**src/rtl/latch_bank_if.sv**
```systemverilog
// Bus between the two write requesters / bank-clear source and the latch bank
// write controller, plus the controller's drive to the latch bank itself.
interface latch_bank_if #(
    parameter int DATA_WIDTH = 8,
    parameter int ADDR_WIDTH = 2
);
    localparam int NUM_REGS = 1 << ADDR_WIDTH;

    logic                  Req0;
    logic [ADDR_WIDTH-1:0] Addr0;
    logic [DATA_WIDTH-1:0] Data0;
    logic                  Ack0;

    logic                  Req1;
    logic [ADDR_WIDTH-1:0] Addr1;
    logic [DATA_WIDTH-1:0] Data1;
    logic                  Ack1;

    logic                  ClearReq;
    logic                  ClearAck;

    logic [DATA_WIDTH-1:0] LatchD;
    logic [NUM_REGS-1:0]   LatchWE;
    logic                  LatchSet0;
    logic                  Busy;

    // Requester side: raises requests, observes acks and bank drive.
    modport master (
        output Req0, Addr0, Data0, Req1, Addr1, Data1, ClearReq,
        input  Ack0, Ack1, ClearAck, LatchD, LatchWE, LatchSet0, Busy
    );

    // Controller side.
    modport slave (
        input  Req0, Addr0, Data0, Req1, Addr1, Data1, ClearReq,
        output Ack0, Ack1, ClearAck, LatchD, LatchWE, LatchSet0, Busy
    );
endinterface

```
**src/rtl/latch_bank_write_controller.sv**
```systemverilog
// Brackets every write to a level-sensitive latch bank (D settles a cycle before
// and after WE) and shares the bank between two round-robin writers and a clear.
module latch_bank_write_controller #(
    parameter int DATA_WIDTH = 8,
    parameter int ADDR_WIDTH = 2
) (
    input  logic     Clock,
    input  logic     Reset,
    latch_bank_if.slave bus
);
    localparam int NUM_REGS = 1 << ADDR_WIDTH;

    typedef enum logic [2:0] {
        ST_IDLE,
        ST_SETUP,
        ST_ENABLE,
        ST_HOLD,
        ST_CLEAR
    } state_t;

    state_t                state_q, state_d;
    logic                  last_q, last_d;
    logic                  sel_q, sel_d;
    logic [ADDR_WIDTH-1:0] addr_q, addr_d;
    logic [DATA_WIDTH-1:0] latch_d_q, latch_d_d;
    logic [NUM_REGS-1:0]   latch_we_q, latch_we_d;
    logic                  ack0_q, ack0_d;
    logic                  ack1_q, ack1_d;
    logic                  clear_ack_q, clear_ack_d;
    logic                  set0_q, set0_d;
    logic                  busy_q, busy_d;

    logic [NUM_REGS-1:0]   addr_onehot;
    logic                  grant1;

    generate
        for (genvar gi = 0; gi < NUM_REGS; gi++) begin : g_dec
            assign addr_onehot[gi] = (addr_q == ADDR_WIDTH'(gi));
        end
    endgenerate

    // Requester 1 wins when alone, or when both ask and 0 was granted last.
    assign grant1 = bus.Req1 && (!bus.Req0 || !last_q);

    always_comb begin
        state_d     = state_q;
        last_d      = last_q;
        sel_d       = sel_q;
        addr_d      = addr_q;
        latch_d_d   = latch_d_q;
        latch_we_d  = '0;
        ack0_d      = 1'b0;
        ack1_d      = 1'b0;
        clear_ack_d = 1'b0;
        set0_d      = 1'b0;

        case (state_q)
            ST_IDLE: begin
                if (bus.ClearReq) begin
                    state_d     = ST_CLEAR;
                    set0_d      = 1'b1;
                    clear_ack_d = 1'b1;
                end else if (bus.Req0 || bus.Req1) begin
                    state_d   = ST_SETUP;
                    sel_d     = grant1;
                    last_d    = grant1;
                    addr_d    = grant1 ? bus.Addr1 : bus.Addr0;
                    latch_d_d = grant1 ? bus.Data1 : bus.Data0;
                end
            end
            ST_SETUP: begin
                state_d    = ST_ENABLE;
                latch_we_d = addr_onehot;
            end
            ST_ENABLE: begin
                state_d = ST_HOLD;
                ack0_d  = !sel_q;
                ack1_d  = sel_q;
            end
            ST_HOLD:  state_d = ST_IDLE;
            ST_CLEAR: state_d = ST_IDLE;
            default:  state_d = ST_IDLE;
        endcase

        busy_d = (state_d != ST_IDLE);
    end

    // Reset holds AscSet0 high so the bank is cleared for as long as Reset is held.
    always_ff @(posedge Clock) begin
        if (Reset) begin
            state_q     <= ST_IDLE;
            last_q      <= 1'b1;
            sel_q       <= 1'b0;
            addr_q      <= '0;
            latch_d_q   <= '0;
            latch_we_q  <= '0;
            ack0_q      <= 1'b0;
            ack1_q      <= 1'b0;
            clear_ack_q <= 1'b0;
            set0_q      <= 1'b1;
            busy_q      <= 1'b0;
        end else begin
            state_q     <= state_d;
            last_q      <= last_d;
            sel_q       <= sel_d;
            addr_q      <= addr_d;
            latch_d_q   <= latch_d_d;
            latch_we_q  <= latch_we_d;
            ack0_q      <= ack0_d;
            ack1_q      <= ack1_d;
            clear_ack_q <= clear_ack_d;
            set0_q      <= set0_d;
            busy_q      <= busy_d;
        end
    end

    assign bus.LatchD    = latch_d_q;
    assign bus.LatchWE   = latch_we_q;
    assign bus.Ack0      = ack0_q;
    assign bus.Ack1      = ack1_q;
    assign bus.ClearAck  = clear_ack_q;
    assign bus.LatchSet0 = set0_q;
    assign bus.Busy      = busy_q;
endmodule
```
**src/flat_wrapper.sv**
```systemverilog
// flat-port wrapper written by rule: the top's interface ports become plain ports
module latch_bank_write_controller_flat 
#(
    parameter int DATA_WIDTH = 8,
    parameter int ADDR_WIDTH = 2
)
  (Clock, Reset, bus_Req0, bus_Addr0, bus_Data0, bus_Req1, bus_Addr1, bus_Data1, bus_ClearReq, bus_Ack0, bus_Ack1, bus_ClearAck, bus_LatchD, bus_LatchWE, bus_LatchSet0, bus_Busy);
  latch_bank_if #(.DATA_WIDTH(DATA_WIDTH), .ADDR_WIDTH(ADDR_WIDTH)) bus_i ();
  input  logic Clock;
  input  logic Reset;
  input wire logic [$bits(bus_i.Req0)-1:0] bus_Req0;
  input wire logic [$bits(bus_i.Addr0)-1:0] bus_Addr0;
  input wire logic [$bits(bus_i.Data0)-1:0] bus_Data0;
  input wire logic [$bits(bus_i.Req1)-1:0] bus_Req1;
  input wire logic [$bits(bus_i.Addr1)-1:0] bus_Addr1;
  input wire logic [$bits(bus_i.Data1)-1:0] bus_Data1;
  input wire logic [$bits(bus_i.ClearReq)-1:0] bus_ClearReq;
  output wire logic [$bits(bus_i.Ack0)-1:0] bus_Ack0;
  output wire logic [$bits(bus_i.Ack1)-1:0] bus_Ack1;
  output wire logic [$bits(bus_i.ClearAck)-1:0] bus_ClearAck;
  output wire logic [$bits(bus_i.LatchD)-1:0] bus_LatchD;
  output wire logic [$bits(bus_i.LatchWE)-1:0] bus_LatchWE;
  output wire logic [$bits(bus_i.LatchSet0)-1:0] bus_LatchSet0;
  output wire logic [$bits(bus_i.Busy)-1:0] bus_Busy;
  assign bus_i.Req0 = bus_Req0;
  assign bus_i.Addr0 = bus_Addr0;
  assign bus_i.Data0 = bus_Data0;
  assign bus_i.Req1 = bus_Req1;
  assign bus_i.Addr1 = bus_Addr1;
  assign bus_i.Data1 = bus_Data1;
  assign bus_i.ClearReq = bus_ClearReq;
  assign bus_Ack0 = bus_i.Ack0;
  assign bus_Ack1 = bus_i.Ack1;
  assign bus_ClearAck = bus_i.ClearAck;
  assign bus_LatchD = bus_i.LatchD;
  assign bus_LatchWE = bus_i.LatchWE;
  assign bus_LatchSet0 = bus_i.LatchSet0;
  assign bus_Busy = bus_i.Busy;
  latch_bank_write_controller #(.DATA_WIDTH(DATA_WIDTH), .ADDR_WIDTH(ADDR_WIDTH)) u_core (.Clock(Clock), .Reset(Reset), .bus(bus_i));
endmodule
```
**config.mk**
```make
export PLATFORM = sky130hd
export DESIGN_NAME = latch_bank_write_controller_flat
export DESIGN_NICKNAME = d
export VERILOG_FILES = /design/src/rtl/latch_bank_if.sv /design/src/rtl/latch_bank_write_controller.sv /design/src/flat_wrapper.sv
export SDC_FILE = /design/constraint.sdc
export NUM_CORES = 1
export LEC_CHECK = 0
export CAP_MARGIN = 20
export CORE_ASPECT_RATIO = 1.25
export CORE_MARGIN = 2
export CORE_UTILIZATION = 25
export CTS_CLUSTER_SIZE = 12
export DETAILED_ROUTE_END_ITERATION = 7
export PLACE_DENSITY_LB_ADDON = 0.15
export SETUP_SLACK_MARGIN = 0.2
export SYNTH_ARGS = -nofsm -noshare
export SYNTH_HDL_FRONTEND = slang
export SYNTH_SLANG_ARGS = --single-unit
```
**constraint.sdc**
```tcl
create_clock -name Clock -period 1.2 [get_ports Clock]
set_input_delay 0.12 -clock Clock [delete_from_list [all_inputs] [get_ports Clock]]
set_output_delay 0.12 -clock Clock [all_outputs]
set_load 0.05 [all_outputs]
```
==> results.sh, run 1 <==
export IMPL_yosys_warnings=0
export IMPL_synth_nets=128
export IMPL_rr_worst_depth=3
export IMPL_synth_top_area_share_pct=49.5
export IMPL_gp_congestion=0.775
export IMPL_core_um2=3750
export IMPL_min_path_type="in -> reg"
export IMPL_cp_top_family="simple AND/OR/NAND/NOR gates"
export IMPL_post_route_util_pct=48.3
export IMPL_clock_latency_ns=0.27
export IMPL_synth_area_top_cells="dfxtp_1 (50%), a311oi_1 (9.0%), nand2_1 (8.9%)"
export IMPL_first_global_vias=962
export IMPL_wirelength_um=2680
export IMPL_startpoint="u_core.state_q[2]"
export IMPL_die_w_um=59.7
export IMPL_tightest_slew_ns=0.452
export IMPL_finalMaxSlewViolations=0
export IMPL_async_reset_ff_share_pct=0
export IMPL_relSlewSlack_pct=69.8
export IMPL_hp_start="Reset"
export IMPL_area_growth_pct=86.8
export IMPL_place_hpwl_um=1910
export IMPL_initial_core_util_pct=25.8
export IMPL_critPathBufInv=0
export IMPL_drt_pass1_iter_count=4
export IMPL_drc=0
export IMPL_vias_per_cell=4.88
export IMPL_crit_type="reg -> reg"
export IMPL_io_buffers=41
export IMPL_ys_ff_latch=24
export IMPL_cts_root_buf="clkbuf_8"
export IMPL_antenna_cells=0
export IMPL_antenna_found_initial=0
export IMPL_numCtsBuffers=3
export IMPL_overflow=0
export IMPL_placementRows=25
export IMPL_multiInputGateArea_um2=510
export IMPL_cts_tree="yes"
export IMPL_wl_per_cell_um=13.6
export IMPL_synthCells=103
export IMPL_power_density_nw_per_um2=1270
export IMPL_clock_fmax_ghz=0.827
export IMPL_seqCellArea_um2=487
export IMPL_drv_cap=0
export IMPL_dieArea_um2=4400
export IMPL_crit_chain="or3_4, nor2_4, a311oi_1"
export IMPL_crit_cells=3
export IMPL_netlist_top_cells_count="dfxtp_1 (24), nand2_1 (23), a21oi_1 (11)"
export IMPL_skew_ns=0.00222
export IMPL_vias=962
export IMPL_r2r_end="u_core.bus.LatchD[5]"
export IMPL_netlist_cell_type_count=31
export IMPL_drt_iter0_markers=31
export IMPL_min_path_cells=4
export IMPL_syn_area_um2=970
export IMPL_violations="setup timing"
export IMPL_synth_edf_count=0
export IMPL_setup_viol=6
export IMPL_leakagePower_nw=0.734
export IMPL_crit_path_start_kind="flop"
export IMPL_ys_seq_area_share_pct=49.5
export IMPL_synth_avg_cell_area_um2=9.41
export IMPL_grt_max_degree=14
export IMPL_ir_worst_vdd_v=0.000546
export IMPL_finalCriticalPeriod_ns=1.21
export IMPL_final_cells=197
export IMPL_die_y_um=73.6
export IMPL_yosys_area_top_type="dfxtp_1"
export IMPL_drtAntennaViolNets=0
export IMPL_crit_arrival_ns=1.36
export IMPL_final_period_utilization_pct=101
export IMPL_hold_buffers=0
export IMPL_placed_cells=188
export IMPL_r2r_slack_ns=-0.01
export IMPL_max_stage_delay_ns=0.45
export IMPL_r2r_start="u_core.state_q[2]"
export IMPL_ys_flop_type="dfxtp_1"
export IMPL_rsz0062_at_grt="true"
export IMPL_clock_sinks=24
export IMPL_yosysMostFrequentCell="dfxtp_1"
export IMPL_cp_slowest_cell="or3_4"
export IMPL_fin_nets=183
export IMPL_drive_gt1_share_pct=33.1
export IMPL_holdPathEnd="u_core.bus.LatchWE[2]"
export IMPL_grt_pass1_wl_um=4220
export IMPL_outcome="finished, violations left"
export IMPL_clock_path_buffers=2
export IMPL_h_tree_depth=1
export IMPL_grt_usage_pct=12.9
export IMPL_hold_viol=0
export IMPL_n_fill_cell=355
export IMPL_clk_pin_slew_worst_paths_ns=0.08
export IMPL_fin_ws_ns=-0.00980
export IMPL_path_max_fanout=5
export IMPL_crit_required_ns=1.35
export IMPL_ios=42
export IMPL_end_kind="flop"
## what timing repair did
item,in CTS,in global routing
buffers inserted,2,1
cloned,1,1
gates resized for setup,16,6
setup endpoints to repair,22,23
pin swaps,4,5
## worst max path at each step
stage                      endpoint  slack [ns]
2_1_floorplan      u_core.addr_q[0]        0.04
3_3_place_gp        u_core.bus.Busy       -0.24
3_5_place_dp   u_core.bus.LatchD[1]       -0.31
4_1_cts        u_core.bus.LatchD[0]      -0.006
5_1_grt        u_core.bus.LatchD[0]       -0.06
6_report       u_core.bus.LatchD[5]       -0.01
## report_power, final
group	switching, mW	internal [mW]
clock	0.255	0.293
combinational	0.383	0.426
sequential	0.0768	0.867
total	0.715	1.59
## per-layer routing
layer  part of all wire, %  vias up  global-route usage, %
met1                    42      440                   15.4
met5                     0        -                      0
met4                   1.6        0                   5.93
li1                      -      480                      -
met2                    49       38                   21.6
met3                   6.9        4                   2.64
## layout make-up
type | count | share of cell area (%)
clock buffer | 4 | 3.04
multi-input combinational | 73 | 28.2
sequential | 24 | 26.9
tap | 40 | 2.76
timing repair buffer | 56 | 39.2
## kinds of logic after synthesis
family | count (synthesis) | share of synthesized area (%)
buffers and inverters | 7 | 4.51
xor gates and xnor gates | 1 | 0.903
DFF | 24 | 49.5
and+or+nand+nor | 42 | 24.0
AOI/OAI and AO/OA | 29 | 21.0
## sequential cells by signal, summed over array words and instances, names as in the netlist, 2 cells and up
register / count
u_core.bus.LatchD: 8
u_core.bus.LatchWE: 4
u_core.state_q: 3
u_core.addr_q: 2
## worst register-to-register path, delay by kind of cell (launching register included)
kind,cells,cell delay [ns]
AND/OR/NAND/NOR,2,0.62
AO/OA/AOI/OAI,1,0.11
flip-flops,1,0.36
## placed cells by master (no fill, tap or decap), types with 2 or more instances in the layout
cell type and instances:
nand2_1 22, dfxtp_1 21, clkdlybuf4s50_1 20, buf_12 18
a21oi_1 11, buf_4 11, a311oi_1 10, nor2_1 4
clkbuf_8 4, dlygate4sd2_1 3, nor3_4 2, and3_1 2
buf_6 2, dfxtp_2 2
## through the flow
step / hold WS [ns] / setup slack (ns) / setup TNS (ns) / power (mW) / instance area [µm²]
3_3_place_gp: 0.414 / -0.240 / -3.01 / 1.69 / 1650
4_1_cts: 0.291 / -0.00645 / -0.0179 / 2.28 / 1780
5_1_grt: 0.269 / -0.0590 / -0.500 / 2.40 / 1810
6_report: 0.224 / -0.00980 / -0.0319 / 2.30 / 1810
3_5_place_dp: 0.418 / -0.305 / -3.89 / 1.70 / 1650
2_1_floorplan: 0.267 / 0.0409 / 0 / 1.31 / 976
Power figures use the tool's default switching activity.
==> run 2, diff against run 1 <==
--- a/config.mk
+++ b/config.mk
@@ -8,7 +8,7 @@
 export CAP_MARGIN = 20
 export CORE_ASPECT_RATIO = 1.25
 export CORE_MARGIN = 2
-export CORE_UTILIZATION = 25
+export CORE_UTILIZATION = 37
 export CTS_CLUSTER_SIZE = 12
 export DETAILED_ROUTE_END_ITERATION = 7
 export PLACE_DENSITY_LB_ADDON = 0.15
==> run 2 against run 1 <==
The run still ends with setup timing left. Sequential power increased by 1%. Power decreased by 0.20%. First-iteration DRC count decreased by 52%. Largest power group unchanged. Register-to-register slack about the same. Clock power increased by 7.3%. Non-clock buffer count decreased by 3. Highest routed layer unchanged. Clock-buffer cell count decreased by 1. Via count increased by 1.9%.
==> results.sh, run 2 (synthesis results as in run 1) <==
export IMPL_wl_per_cell_um=13.6
export IMPL_first_global_vias=916
export IMPL_power_total_mw=2.30
export IMPL_dpl_cell_area_um2=1630
export IMPL_dieArea_um2=3050
export IMPL_overflow=0
export IMPL_crit_path_start_kind="flop"
export IMPL_place_ws_ns=-0.333
export IMPL_skew_ns=0.00189
export IMPL_setup_viol=5
export IMPL_drt_pass1_iter_count=5
export IMPL_vias_per_cell=5.24
export IMPL_end_kind="flop"
export IMPL_wirelength_um=2540
export IMPL_die_y_um=61.2
export IMPL_drive_gt1_share_pct=36.4
export IMPL_grt_pass1_wl_um=3880
export IMPL_fin_nets=180
export IMPL_initial_core_util_pct=39.5
export IMPL_rsz0062_at_grt="true"
export IMPL_violations="setup timing"
export IMPL_clock_fmax_ghz=0.821
export IMPL_pwr_share_comb_pct=32.8
export IMPL_crit_required_ns=1.40
export IMPL_clock_latency_ns=0.31
export IMPL_gp_congestion=0.825
export IMPL_drtAntennaViolNets=0
export IMPL_hold_buffers=0
export IMPL_switchingPower_uw=699
export IMPL_antenna_found_initial=0
export IMPL_seq_power_share_pct=41.6
export IMPL_cp_top_family="simple AND/OR/NAND/NOR gates"
export IMPL_grt_max_degree=15
export IMPL_clk_pin_slew_worst_paths_ns=0.14
export IMPL_finalMaxSlewViolations=0
export IMPL_ios=42
export IMPL_antenna_cells=0
export IMPL_critPathBufInv=0
export IMPL_drc=0
export IMPL_cts_root_buf="clkbuf_4"
export IMPL_intPower_mw=1.60
export IMPL_fin_ws_ns=-0.0187
export IMPL_outcome="finished, violations left"
export IMPL_grt_usage_pct=16.7
export IMPL_crit_chain="or3_4, nor2_4, a311oi_1"
export IMPL_clock_path_buffers=2
export IMPL_final_cells=187
export IMPL_cts_tree="yes"
export IMPL_place_hpwl_um=1810
export IMPL_ir_worst_vdd_v=0.00107
export IMPL_die_w_um=49.8
export IMPL_layout_common_cells="nand2_1 (23), clkdlybuf4s50_1 (21), buf_12 (17)"
export IMPL_core_um2=2450
export IMPL_drt_iter0_markers=15
export IMPL_tightest_slew_ns=0.457
export IMPL_crit_type="reg -> reg"
export IMPL_fin_tns_setup_ns=-0.0769
export IMPL_max_stage_delay_ns=0.46
export IMPL_h_tree_depth=1
export IMPL_clkPwrFrac_pct=25.6
export IMPL_relSlewSlack_pct=69.5
export IMPL_leakagePower_nw=0.711
export IMPL_numCtsBuffers=3
export IMPL_area_growth_pct=80.8
export IMPL_power_density_nw_per_um2=1310
export IMPL_hold_viol=0
export IMPL_placed_cells=180
export IMPL_placementRows=20
export IMPL_swShare_pct=30.4
export IMPL_hp_start="bus_ClearReq"
export IMPL_r2r_start="u_core.state_q[2]"
export IMPL_finalCriticalPeriod_ns=1.22
export IMPL_final_period_utilization_pct=102
export IMPL_cp_slowest_cell="or3_4"
export IMPL_mostFrequentLayoutCell="nand2_1"
export IMPL_drv_cap=0
export IMPL_crit_arrival_ns=1.42
export IMPL_final_area_um2=1750
export IMPL_clock_sinks=24
export IMPL_io_buffers=41
export IMPL_startpoint="u_core.state_q[2]"
export IMPL_largest_reg_flops=8
export IMPL_path_max_fanout=5
export IMPL_min_path_type="in -> reg"
export IMPL_vias=980
[run 2: power by group through the flow]
| stage | sequential (mW) | combinational, mW | clock, mW |
|---|---|---|---|
| after floorplan | 1.08 | 0.233 | 0 |
| after global placement | 0.959 | 0.695 | 0 |
| after detailed placement | 0.961 | 0.710 | 0 |
| after CTS | 0.950 | 0.738 | 0.586 |
| after global routing | 0.963 | 0.798 | 0.607 |
| final | 0.954 | 0.754 | 0.588 |
[run 2: cell type report]
cell class / count / area [µm²]
fillers: 205 / 699
repair buffers: 53 / 672
well taps: 33 / 41.3
flip-flops and latches: 24 / 497
multi-input cells: 73 / 490
clock inverters: 1 / 30.0
clock buffers: 3 / 22.5
[run 2: worst paths after layout]
path | end | slack [ns] | cells past startpoint
hold reg to reg | u_core.bus.Ack0 | 0.45 | 1
hold / removal | u_core.bus.LatchSet0 | 0.25 | 4
setup / recovery | u_core.bus.LatchD[0] | -0.02 | 3
setup reg to reg | u_core.bus.LatchD[0] | -0.02 | 3
[run 2: timing repair]
action	CTS	global route
resized for setup	13	12
endpoints found under the setup margin	24	27
pin swaps	1	3
setup buffers	0	1
cloned	2	0
[run 2: per-stage QoR]
| stage | utilization [%] | hold slack (ns) |
|---|---|---|
| after floorplan | - | 0.267 |
| after global placement | 66.3 | 0.419 |
| after detailed placement | 66.3 | 0.430 |
| after CTS | 70.4 | 0.356 |
| after global routing | 71.5 | 0.285 |
| final | 71.5 | 0.248 |
[run 2: worst reg2reg max path: stages, from the launching register on]
cell and delay (ns):
dfxtp_2 0.38, or3_4 0.46, nor2_4 0.17, a311oi_1 0.10
[run 2: per-layer routing]
| metal | share of wire (%) | global-route usage (%) | up-vias | wire length, µm |
|---|---|---|---|---|
| li1 | - | - | 476 | - |
| met1 | 40 | 17.7 | 456 | 1020 |
| met2 | 51 | 32.4 | 42 | 1290 |
| met3 | 8.3 | 5.34 | 6 | 210 |
| met4 | 0.67 | 4.37 | 0 | 17 |
| met5 | 0 | 0 | - | 0 |
==> run 3, diff against run 2 <==
--- a/config.mk
+++ b/config.mk
@@ -5,13 +5,13 @@
 export SDC_FILE = /design/constraint.sdc
 export NUM_CORES = 1
 export LEC_CHECK = 0
-export CAP_MARGIN = 20
 export CORE_ASPECT_RATIO = 1.25
 export CORE_MARGIN = 2
 export CORE_UTILIZATION = 37
 export CTS_CLUSTER_SIZE = 12
 export DETAILED_ROUTE_END_ITERATION = 7
 export PLACE_DENSITY_LB_ADDON = 0.15
+export RECOVER_POWER = 100
 export SETUP_SLACK_MARGIN = 0.2
 export SYNTH_ARGS = -nofsm -noshare
 export SYNTH_HDL_FRONTEND = slang
==> results of run 3 <==
The final DEF is identical to that of run 2; final timing and power are the same.
